--- src/rtl/attendance_pkg.sv ---
// Shared definitions for the attendance register.
//   att_state_e : sequencer states. IDLE accepts a class; EVAL walks the
//                 students one per cycle.
//   PCT_SCALE   : the whole-percentage scale that both sides of the
//                 threshold comparison are multiplied up to.
package attendance_pkg;

  typedef enum logic [0:0] {
    IDLE = 1'b0,
    EVAL = 1'b1
  } att_state_e;

  localparam int PCT_SCALE = 100;

endpackage

--- src/rtl/att_eval.sv ---
// Combinational attendance evaluation for a single student.
// The top time-shares one copy of this block across all students.
// Ports:
//   current   : classes attended by the student
//   total     : classes held this term
//   is_safe   : PCT_SCALE*current >= THRESH_PCT*total (exact)
//   leaves    : further absences allowed while staying safe (saturating)
//   to_attend : consecutive attendances needed to become safe (saturating)
//   fa        : full attendance (total != 0 and current == total)
module att_eval
  import attendance_pkg::*;
#(
  parameter int CNT_W      = 7,
  parameter int LV_W       = 4,
  parameter int THRESH_PCT = 75
)(
  input  logic [CNT_W-1:0] current,
  input  logic [CNT_W-1:0] total,
  output logic             is_safe,
  output logic [LV_W-1:0]  leaves,
  output logic [CNT_W-1:0] to_attend,
  output logic             fa
);

  // Seven extra bits hold any product by a factor below 128, so neither
  // scaled term nor the rounded-up deficit can wrap.
  localparam int PW = CNT_W + 7;
  localparam int GAP_PCT = PCT_SCALE - THRESH_PCT;

  logic [PW-1:0] att_scaled;
  logic [PW-1:0] need_scaled;
  logic [PW-1:0] surplus;
  logic [PW-1:0] deficit;
  logic [PW-1:0] leaves_full;
  logic [PW-1:0] to_full;

  always_comb begin
    att_scaled  = PW'(current) * PW'(PCT_SCALE);
    need_scaled = PW'(total) * PW'(THRESH_PCT);
    is_safe     = (att_scaled >= need_scaled);
    surplus     = is_safe ? (att_scaled - need_scaled) : '0;
    deficit     = is_safe ? '0 : (need_scaled - att_scaled);
    // Each absence raises the requirement by THRESH_PCT without adding to
    // attendance, so the surplus is spent THRESH_PCT at a time.
    leaves_full = surplus / PW'(THRESH_PCT);
    // Each attendance closes the gap by (100 - THRESH_PCT); round up.
    to_full     = (deficit + PW'(GAP_PCT - 1)) / PW'(GAP_PCT);

    if (|(leaves_full >> LV_W)) leaves = '1;
    else                        leaves = LV_W'(leaves_full);

    if (|(to_full >> CNT_W)) to_attend = '1;
    else                     to_attend = CNT_W'(to_full);

    fa = (total != '0) && (current == total);
  end

endmodule

--- src/rtl/attendance_register_multi.sv ---
// Multi-student attendance register.
// A class is accepted on a rising edge with class_valid && class_ready;
// the presence vector is sampled on that edge. The block then spends
// NUM_STUDENTS cycles in EVAL re-evaluating each student's status through
// one shared att_eval, after which class_ready returns.
// Handshake: a transfer happens exactly on an edge where class_valid and
// class_ready are both high; class_ready never depends on class_valid, and
// present is ignored on every other edge.
// Optional feature macro: ATT_STREAK_EN adds parameter ABS_LIMIT and output
// absent_alert (per-student consecutive-absence alarm).
// Ports:
//   clk, clr_n        : clock, asynchronous active-low reset
//   term_clr          : synchronous clear of the whole term
//   class_valid/ready : class offer handshake, present = attendance bits
//   sel               : student whose status drives the sel_* outputs
//   total_classes     : classes held this term
//   sel_current, sel_leaves, sel_to_attend, sel_is_safe, sel_fa : status
//   safe_vec          : is_safe of every student
//   absent_alert      : (ATT_STREAK_EN only) absence streak reached limit
//   term_over         : total_classes == MAX_CLASSES
//   state_dbg         : current sequencer state
module attendance_register_multi
  import attendance_pkg::*;
#(
  parameter int NUM_STUDENTS = 4,
  parameter int MAX_CLASSES  = 100,
  parameter int THRESH_PCT   = 75,
  parameter int LV_W         = 4,
`ifdef ATT_STREAK_EN
  parameter int ABS_LIMIT    = 3,
`endif
  localparam int CNT_W = $clog2(MAX_CLASSES + 1),
  localparam int SEL_W = (NUM_STUDENTS > 1) ? $clog2(NUM_STUDENTS) : 1
)(
  input  logic                    clk,
  input  logic                    clr_n,
  input  logic                    term_clr,
  input  logic                    class_valid,
  input  logic [NUM_STUDENTS-1:0] present,
  output logic                    class_ready,
  input  logic [SEL_W-1:0]        sel,
  output logic [CNT_W-1:0]        total_classes,
  output logic [CNT_W-1:0]        sel_current,
  output logic [LV_W-1:0]         sel_leaves,
  output logic [CNT_W-1:0]        sel_to_attend,
  output logic                    sel_is_safe,
  output logic                    sel_fa,
  output logic [NUM_STUDENTS-1:0] safe_vec,
`ifdef ATT_STREAK_EN
  output logic [NUM_STUDENTS-1:0] absent_alert,
`endif
  output logic                    term_over,
  output att_state_e              state_dbg
);

  att_state_e state;
  att_state_e state_nxt;

  logic [SEL_W-1:0] idx;
  logic             idx_last;
  logic             xfer;
  logic             eval_en;

  logic [CNT_W-1:0] total_r;
  logic [CNT_W-1:0] cur_r       [NUM_STUDENTS];
  logic             safe_r      [NUM_STUDENTS];
  logic [LV_W-1:0]  leaves_r    [NUM_STUDENTS];
  logic [CNT_W-1:0] to_attend_r [NUM_STUDENTS];
  logic             fa_r        [NUM_STUDENTS];

  logic             ev_safe;
  logic [LV_W-1:0]  ev_leaves;
  logic [CNT_W-1:0] ev_to_attend;
  logic             ev_fa;

  assign term_over = (32'(total_r) == MAX_CLASSES);
  assign idx_last  = (32'(idx) == NUM_STUDENTS - 1);
  assign state_dbg = state;

  // ---------------- FSM: state register ----------------
  always_ff @(posedge clk or negedge clr_n) begin
    if (!clr_n) state <= IDLE;
    else        state <= state_nxt;
  end

  // ---------------- FSM: next state ----------------
  always_comb begin
    state_nxt = state;
    if (term_clr) begin
      state_nxt = IDLE;
    end else begin
      case (state)
        IDLE:    if (xfer) state_nxt = EVAL;
        EVAL:    if (idx_last) state_nxt = IDLE;
        default: state_nxt = IDLE;
      endcase
    end
  end

  // ---------------- FSM: outputs ----------------
  always_comb begin
    class_ready = (state == IDLE) && !term_over && !term_clr;
    xfer        = class_valid && class_ready;
    eval_en     = (state == EVAL) && !term_clr;
  end

  // Shared evaluator, fed with the post-update counters of student idx.
  att_eval #(
    .CNT_W      (CNT_W),
    .LV_W       (LV_W),
    .THRESH_PCT (THRESH_PCT)
  ) u_eval (
    .current   (cur_r[idx]),
    .total     (total_r),
    .is_safe   (ev_safe),
    .leaves    (ev_leaves),
    .to_attend (ev_to_attend),
    .fa        (ev_fa)
  );

  // ---------------- counters and status registers ----------------
  always_ff @(posedge clk or negedge clr_n) begin
    if (!clr_n) begin
      total_r <= '0;
      idx     <= '0;
      for (int i = 0; i < NUM_STUDENTS; i++) begin
        cur_r[i]       <= '0;
        safe_r[i]      <= 1'b1;
        leaves_r[i]    <= '0;
        to_attend_r[i] <= '0;
        fa_r[i]        <= 1'b0;
      end
    end else if (term_clr) begin
      total_r <= '0;
      idx     <= '0;
      for (int i = 0; i < NUM_STUDENTS; i++) begin
        cur_r[i]       <= '0;
        safe_r[i]      <= 1'b1;
        leaves_r[i]    <= '0;
        to_attend_r[i] <= '0;
        fa_r[i]        <= 1'b0;
      end
    end else begin
      if (xfer) begin
        total_r <= total_r + 1'b1;
        idx     <= '0;
        for (int i = 0; i < NUM_STUDENTS; i++) begin
          cur_r[i] <= cur_r[i] + CNT_W'(present[i]);
        end
      end
      if (eval_en) begin
        safe_r[idx]      <= ev_safe;
        leaves_r[idx]    <= ev_leaves;
        to_attend_r[idx] <= ev_to_attend;
        fa_r[idx]        <= ev_fa;
        idx              <= idx + 1'b1;
      end
    end
  end

`ifdef ATT_STREAK_EN
  localparam int STK_W = (ABS_LIMIT > 1) ? $clog2(ABS_LIMIT + 1) : 1;

  logic [STK_W-1:0] streak_r [NUM_STUDENTS];

  // Consecutive-absence counters advance only on accepted classes.
  always_ff @(posedge clk or negedge clr_n) begin
    if (!clr_n) begin
      for (int i = 0; i < NUM_STUDENTS; i++) streak_r[i] <= '0;
    end else if (term_clr) begin
      for (int i = 0; i < NUM_STUDENTS; i++) streak_r[i] <= '0;
    end else if (xfer) begin
      for (int i = 0; i < NUM_STUDENTS; i++) begin
        if (present[i])                          streak_r[i] <= '0;
        else if (32'(streak_r[i]) != ABS_LIMIT)  streak_r[i] <= streak_r[i] + 1'b1;
      end
    end
  end

  always_comb begin
    absent_alert = '0;
    for (int i = 0; i < NUM_STUDENTS; i++) begin
      absent_alert[i] = (32'(streak_r[i]) == ABS_LIMIT);
    end
  end
`endif

  // ---------------- query outputs ----------------
  logic             sel_ok;
  logic [SEL_W-1:0] sel_idx;

  always_comb begin
    sel_ok  = (32'(sel) < NUM_STUDENTS);
    sel_idx = sel_ok ? sel : '0;
    total_classes = total_r;
    sel_current   = '0;
    sel_leaves    = '0;
    sel_to_attend = '0;
    sel_is_safe   = 1'b0;
    sel_fa        = 1'b0;
    if (sel_ok) begin
      sel_current   = cur_r[sel_idx];
      sel_leaves    = leaves_r[sel_idx];
      sel_to_attend = to_attend_r[sel_idx];
      sel_is_safe   = safe_r[sel_idx];
      sel_fa        = fa_r[sel_idx];
    end
    safe_vec = '0;
    for (int i = 0; i < NUM_STUDENTS; i++) safe_vec[i] = safe_r[i];
  end

endmodule

--- config.mk ---
export PLATFORM = sky130hd
export DESIGN_NAME = attendance_register_multi
export DESIGN_NICKNAME = d
export VERILOG_FILES = /design/src/rtl/attendance_pkg.sv /design/src/rtl/att_eval.sv /design/src/rtl/attendance_register_multi.sv
export SDC_FILE = /design/constraint.sdc
export NUM_CORES = 1
export LEC_CHECK = 0
export BUFFER_PORTS_ARGS = -buffer_cell sky130_fd_sc_hd__buf_2
export CAP_MARGIN = 0
export CORE_UTILIZATION = 70
export CTS_BUF_LIST = sky130_fd_sc_hd__clkbuf_4 sky130_fd_sc_hd__clkbuf_8
export DETAILED_ROUTE_END_ITERATION = 10
export PLACE_DENSITY_LB_ADDON = 0.15
export SYNTH_ARGS = -nofsm -noshare
export SYNTH_HDL_FRONTEND = slang
export SYNTH_SLANG_ARGS = --single-unit
--- constraint.sdc ---
create_clock -name clk -period 26.7 [get_ports clk]
set_clock_uncertainty 0.15 [all_clocks]
set_input_delay 4.005 -clock clk [delete_from_list [all_inputs] [get_ports clk]]
set_output_delay 4.005 -clock clk [all_outputs]
set_load 0.03 [all_outputs]
==> results of run 1 <==
-- worst min-delay path: stages (launching register included) --
cell and delay [ns]:
dfrtp_1 0.38, nand2_1 0.06, a21oi_1 0.05
-- per-layer routing --
layer,track usage [%],part of all wire (%)
met5,0,0
met4,11.8,2.3
met3,4.77,7.2
met2,62.8,48
met1,49.5,43
-- state kept, by name (all words and copies together) (netlist names) --
register,cells
fa_r,4
cur_r,28
safe_vec,4
leaves_r,16
total_classes,7
to_attend_r,28
idx,2
state_dbg,1
-- worst min-delay path by stage --
| stage | start | cells after the start | endpoint |
|---|---|---|---|
| floorplan | fa_r[1] | 2 | fa_r[1] |
| detailed placement | fa_r[1] | 2 | fa_r[1] |
| finish | fa_r[1] | 2 | fa_r[1] |
| global placement | fa_r[2] | 2 | fa_r[2] |
| CTS | fa_r[1] | 2 | fa_r[1] |
| global route | fa_r[1] | 2 | fa_r[1] |
-- kinds of logic after synthesis --
logic type	Yosys count	synth area share [%]
compound gates	477	29.1
simple gates	568	22.8
buf+inv	138	4.59
fa+ha+maj	112	11.6
flops	90	18.0
xor+xnor	91	6.75
mux	55	7.19
-- cells in the mapped netlist, types with 7 or more instances --
cell      count
a211o_1      11
a211oi_1     62
a21o_1       21
a21oi_1      99
a22o_1        8
a22oi_1      12
a311oi_1      8
a31oi_1      10
and2_1       29
and3_1       14
buf_2        14
clkbuf_1     47
dfrtp_1      86
fa_1          8
ha_1        103
inv_1        64
mux2i_1      20
mux4_2       27
nand2_1     124
nand2b_1     19
nand3_1      47
nand4_1      18
nor2_1      177
nor3_1       39
nor4_1       14
o211a_1       9
o211ai_1     16
o21a_1       11
o21ai_0      51
o21ai_1       9
o21bai_1     14
o22ai_1       9
o31a_1       10
o31ai_1       8
or2_1         7
or2_2        11
or3_1        21
xnor2_1      59
xor2_1       27
-- cell type report --
| cell class | count | area, µm² | share of cell area [%] |
|---|---|---|---|
| multi-input cells | 1303 | 9720 | 75.0 |
| flip-flops and latches | 90 | 2260 | 17.4 |
| well taps | 225 | 282 | 2.17 |
| repair buffers | 48 | 255 | 1.97 |
| inverters | 67 | 251 | 1.94 |
| clock buffers | 10 | 138 | 1.06 |
| clock inverters | 6 | 53.8 | 0.415 |
-- through the flow --
stage               hold slack, ns  util (%)  instances
detailed placement           0.362      73.3       1733
floorplan                    0.347         -       1531
finish                       0.377      74.4       1749
global route                 0.395      74.4       1749
global placement             0.359      73.3       1733
CTS                          0.374      74.4       1749
==> impl_metrics.tcl, run 1 <==
set metrics [dict create \
    grt_overflow 0 \
    grt_pass1_vias 11400 \
    synth.top_cell.area_share_pct 17.1 \
    insertedDiodeCount 0 \
    ys_warn_count 0 \
    wire_per_inst_um 19.2 \
    end_kind "flip-flop" \
    rsz0062_at_grt "no" \
    cp_common_cell "ha_1" \
    synthArstFlopShare_pct 100 \
    run_status "finished, final reports clean" \
    netlist_area_um2 12600 \
    area_growth_pct 3.23 \
    cp-startpoint "idx[0]" \
    setup_viol 0 \
    yosys.area.top_type "dfrtp_1" \
    syn_area_per_cell_um2 8.20 \
    cp_top_family "compound AO/OA/AOI/OAI gates" \
    drc 0 \
    antenna_found_initial 0 \
    fin_crit_ns 14.16 \
    num_rows 48 \
    start_util_pct 72.1 \
    clockRootBuffer "clkbuf_8" \
    layout_common_cells "nor2_1 (176), nand2_1 (124), ha_1 (103), a21oi_1 (99), dfrtp_1 (86)" \
    cts_made_buffers 9 \
    synthFlopType "dfrtp_1" \
    synth_cell_type_count 127 \
    synth_nets 1652 \
    core_area_um2 17400 \
    grt_use_total_pct 37.2 \
    slew_violations 0 \
    synth_edf_count 0 \
    dpl.hpwl_um 25600 \
    ys_seq_elements 90 \
    dp_slack_ns 12.79 \
    timing.final.ws_setup_ns 12.54 \
    critPathLaunchType "flip-flop" \
    drt_iter0_drc 951 \
    clkSlewWorstSetupHoldPaths_ns 0.10 \
    ctsHoldBuffers 0 \
    endpoint "to_attend_r[21]" \
    yosysSeqAreaShare_pct 18.0 \
    max-cap-violations 0 \
    worst_slew_pin_slew_ns 1.12 \
    hold_viol 0 \
    cp_max_fo 26 \
    drt_wl_total_um 33600 \
    fmax_mhz 70.6 \
    fp.dieW_um 136 \
    cts.sinks 90 \
    globalplace.congestion 0.986 \
    r2r_start "idx[0]" \
    synthCells 1531 \
    die_area_um2 18500 \
    synthTopCellsByArea "dfrtp_1 (17%), ha_1 (10%), nor2_1 (5.3%)" \
    crit_required_ns 26.82 \
    cts_setup_buffers 0 \
    reg2reg_depth 48 \
    clockBufferDepth 2 \
    holdCritPathClass "reg2reg" \
    cts_resized 0 \
    drive_gt1_share_pct 12.6 \
    nets 1640 \
    htree_levels 3 \
    cp_data_arrival_time_ns 14.28 \
    firstDrtPassIters 6 \
    maxSlewHeadroom_pct 24.6 \
    port-buffer-count 43 \
    setup-tns-final_ns 0 \
    drtAntennaViolNets 0 \
    crit_slowest_cell "dfrtp_1" \
    cp_num_buf_inv 3 \
    vias 12200 \
    io_pins 44 \
    clk_latency_ns 0.36 \
    place_area_um2 12800 \
    grt_pass1_wl_um 55900 \
    worstReg2RegEnd "to_attend_r[21]" \
    chipHeight_um 136 \
    worst-r2r-setup-slack_ns 12.54 \
    crit_path_max_incr_delay_ns 0.68 \
    mostFrequentLayoutCell "nor2_1" \
    cts_tree "done" \
    n_fill_cell 1344 \
    grt_max_degree 92 \
    worst-path-stages 48 \
    timing.final.crit_share_pct 53.0 \
    critPathKind "reg2reg" \
    vias_per_cell 6.97 \
    final_cell_area_um2 13000 \
]
Power of run 1 is not shown: default switching activity piles up to over one toggle a cycle in this logic, so the estimate is an artifact.
==> run 2: changes to the inputs <==
CORE_UTILIZATION = 66   (was 70)
clock period = 14.9 ns   (was 26.7 ns; I/O delays follow)
==> run 2 against run 1 <==
Effect of this change: cell count increased by 0.57%; hold slack improved by 0.0071 ns; sequential share of layout area decreased by 0.065 points; critical path type unchanged; clock-buffer cell count unchanged; highest routed layer unchanged; sequential cell count unchanged; maximum frequency increased by 3.2%.
==> impl_metrics.tcl, run 2 (synthesis results as in run 1) <==
set metrics [dict create \
    drt_iter0_drc 999 \
    critPathLaunchType "flip-flop" \
    fp.dieW_um 140 \
    grt_pass1_wl_um 54400 \
    mostFrequentLayoutCell "nor2_1" \
    dp_slack_ns 0.949 \
    grt_max_degree 92 \
    layout_common_cells "nor2_1 (176), nand2_1 (124), ha_1 (103), a21oi_1 (99), dfrtp_1 (83)" \
    grt_overflow 0 \
    globalplace.congestion 0.972 \
    cp_common_cell "ha_1" \
    crit_path_max_incr_delay_ns 0.62 \
    vias_per_cell 6.77 \
    port-buffer-count 43 \
    io_pins 44 \
    setup-tns-final_ns 0 \
    cts.sinks 90 \
    die_area_um2 19600 \
    nets 1641 \
    holdCritPathClass "reg2reg" \
    wire_per_inst_um 18.5 \
    core_area_um2 18700 \
    cp_max_fo 26 \
    cts_setup_buffers 0 \
    htree_levels 3 \
    drt_wl_total_um 32500 \
    num_rows 50 \
    drtAntennaViolNets 0 \
    clockRootBuffer "clkbuf_8" \
    insertedDiodeCount 0 \
    dpl.hpwl_um 25100 \
    max-cap-violations 0 \
    cp_data_arrival_time_ns 13.84 \
    timing.final.crit_share_pct 92.1 \
    n_fill_cell 1545 \
    crit_slowest_cell "mux4_2" \
    drive_gt1_share_pct 13.0 \
    start_util_pct 67.1 \
    setup_viol 0 \
    hold_viol 0 \
    fin_crit_ns 13.72 \
    grt_pass1_vias 11200 \
    fmax_mhz 72.9 \
    cts_made_buffers 9 \
    chipHeight_um 140 \
    reg_top3 "cur_r: 28 flops, to_attend_r: 28 flops, leaves_r: 16 flops" \
    cts_tree "done" \
    slew_violations 0 \
    end_kind "flip-flop" \
    area_growth_pct 3.79 \
    crit_required_ns 15.01 \
    firstDrtPassIters 6 \
    clkSlewWorstSetupHoldPaths_ns 0.10 \
    clockBufferDepth 2 \
    drc 0 \
    clk_latency_ns 0.36 \
    grt_use_total_pct 33.6 \
    timing.final.ws_setup_ns 1.18 \
    run_status "finished, final reports clean" \
    critPathKind "reg2reg" \
    antenna_found_initial 0 \
    worst_slew_pin_slew_ns 1.11 \
    maxSlewHeadroom_pct 25.7 \
    vias 11900 \
]
## run 2: cell types whose count changed in the layout (fill, tap and decap cells not counted), moves of 2 or more
cell | before | now
dfrtp_2 | 0 | 3
inv_6 | 4 | 1
dfrtp_1 | 86 | 83
inv_8 | 1 | 3
## run 2: worst paths after layout
path                       slack (ns)    start                to  cells past startpoint
setup reg to reg                 1.18   idx[0]    to_attend_r[0]                     49
setup / recovery                 1.18   idx[0]    to_attend_r[0]                     49
hold / removal                   0.38  fa_r[3]           fa_r[3]                      2
hold reg to reg                  0.38  fa_r[3]           fa_r[3]                      2
max in group asynchronous       11.79    clr_n  total_classes[3]                      2
min in group asynchronous        1.62    clr_n   to_attend_r[25]                      1
## run 2: metrics by stage
stage / hold slack, ns / instance area (µm²) / util, % / cells
CTS: 0.387 / 13000 / 69.5 / 1759
global placement: 0.359 / 12800 / 68.4 / 1743
floorplan: 0.347 / 12600 / - / 1531
detailed placement: 0.374 / 12800 / 68.4 / 1743
finish: 0.384 / 13000 / 69.7 / 1759
global route: 0.420 / 13000 / 69.7 / 1759
## run 2: metal layers
layer	track usage [%]	vias to the layer above	share of wire [%]
met5	0	-	0
met4	9.89	0	2.3
met3	3.59	69	6.2
met2	55.3	446	47
met1	46.8	5666	45
li1	-	5736	-
## run 2: timing repair
action                                  CTS  global route
hold buffers                              0             0
endpoints found under the setup margin    0             8
resized for setup                         0             8
## run 2: area by class of cell
class / count / area (µm²) / share of cell area [%]
inverters: 67 / 255 / 1.96
clock inverters: 6 / 80.1 / 0.615
multi-input cells: 1303 / 9740 / 74.8
clock buffers: 10 / 138 / 1.06
well taps: 234 / 293 / 2.25
repair buffers: 49 / 263 / 2.02
flip-flops and latches: 90 / 2260 / 17.4
## run 2: critical path: cells and delay by family, from the launching register on
family / cells / cell delay, ns
AO/OA/AOI/OAI: 19 / 5.12
AND/OR/NAND/NOR: 17 / 3.79
adder cells (fa/ha/maj): 8 / 2.60
multiplexers: 1 / 0.62
flip-flops: 1 / 0.54
buffers and inverters: 2 / 0.41
XOR/XNOR: 2 / 0.36
Power of run 2 is left out for the same reason.
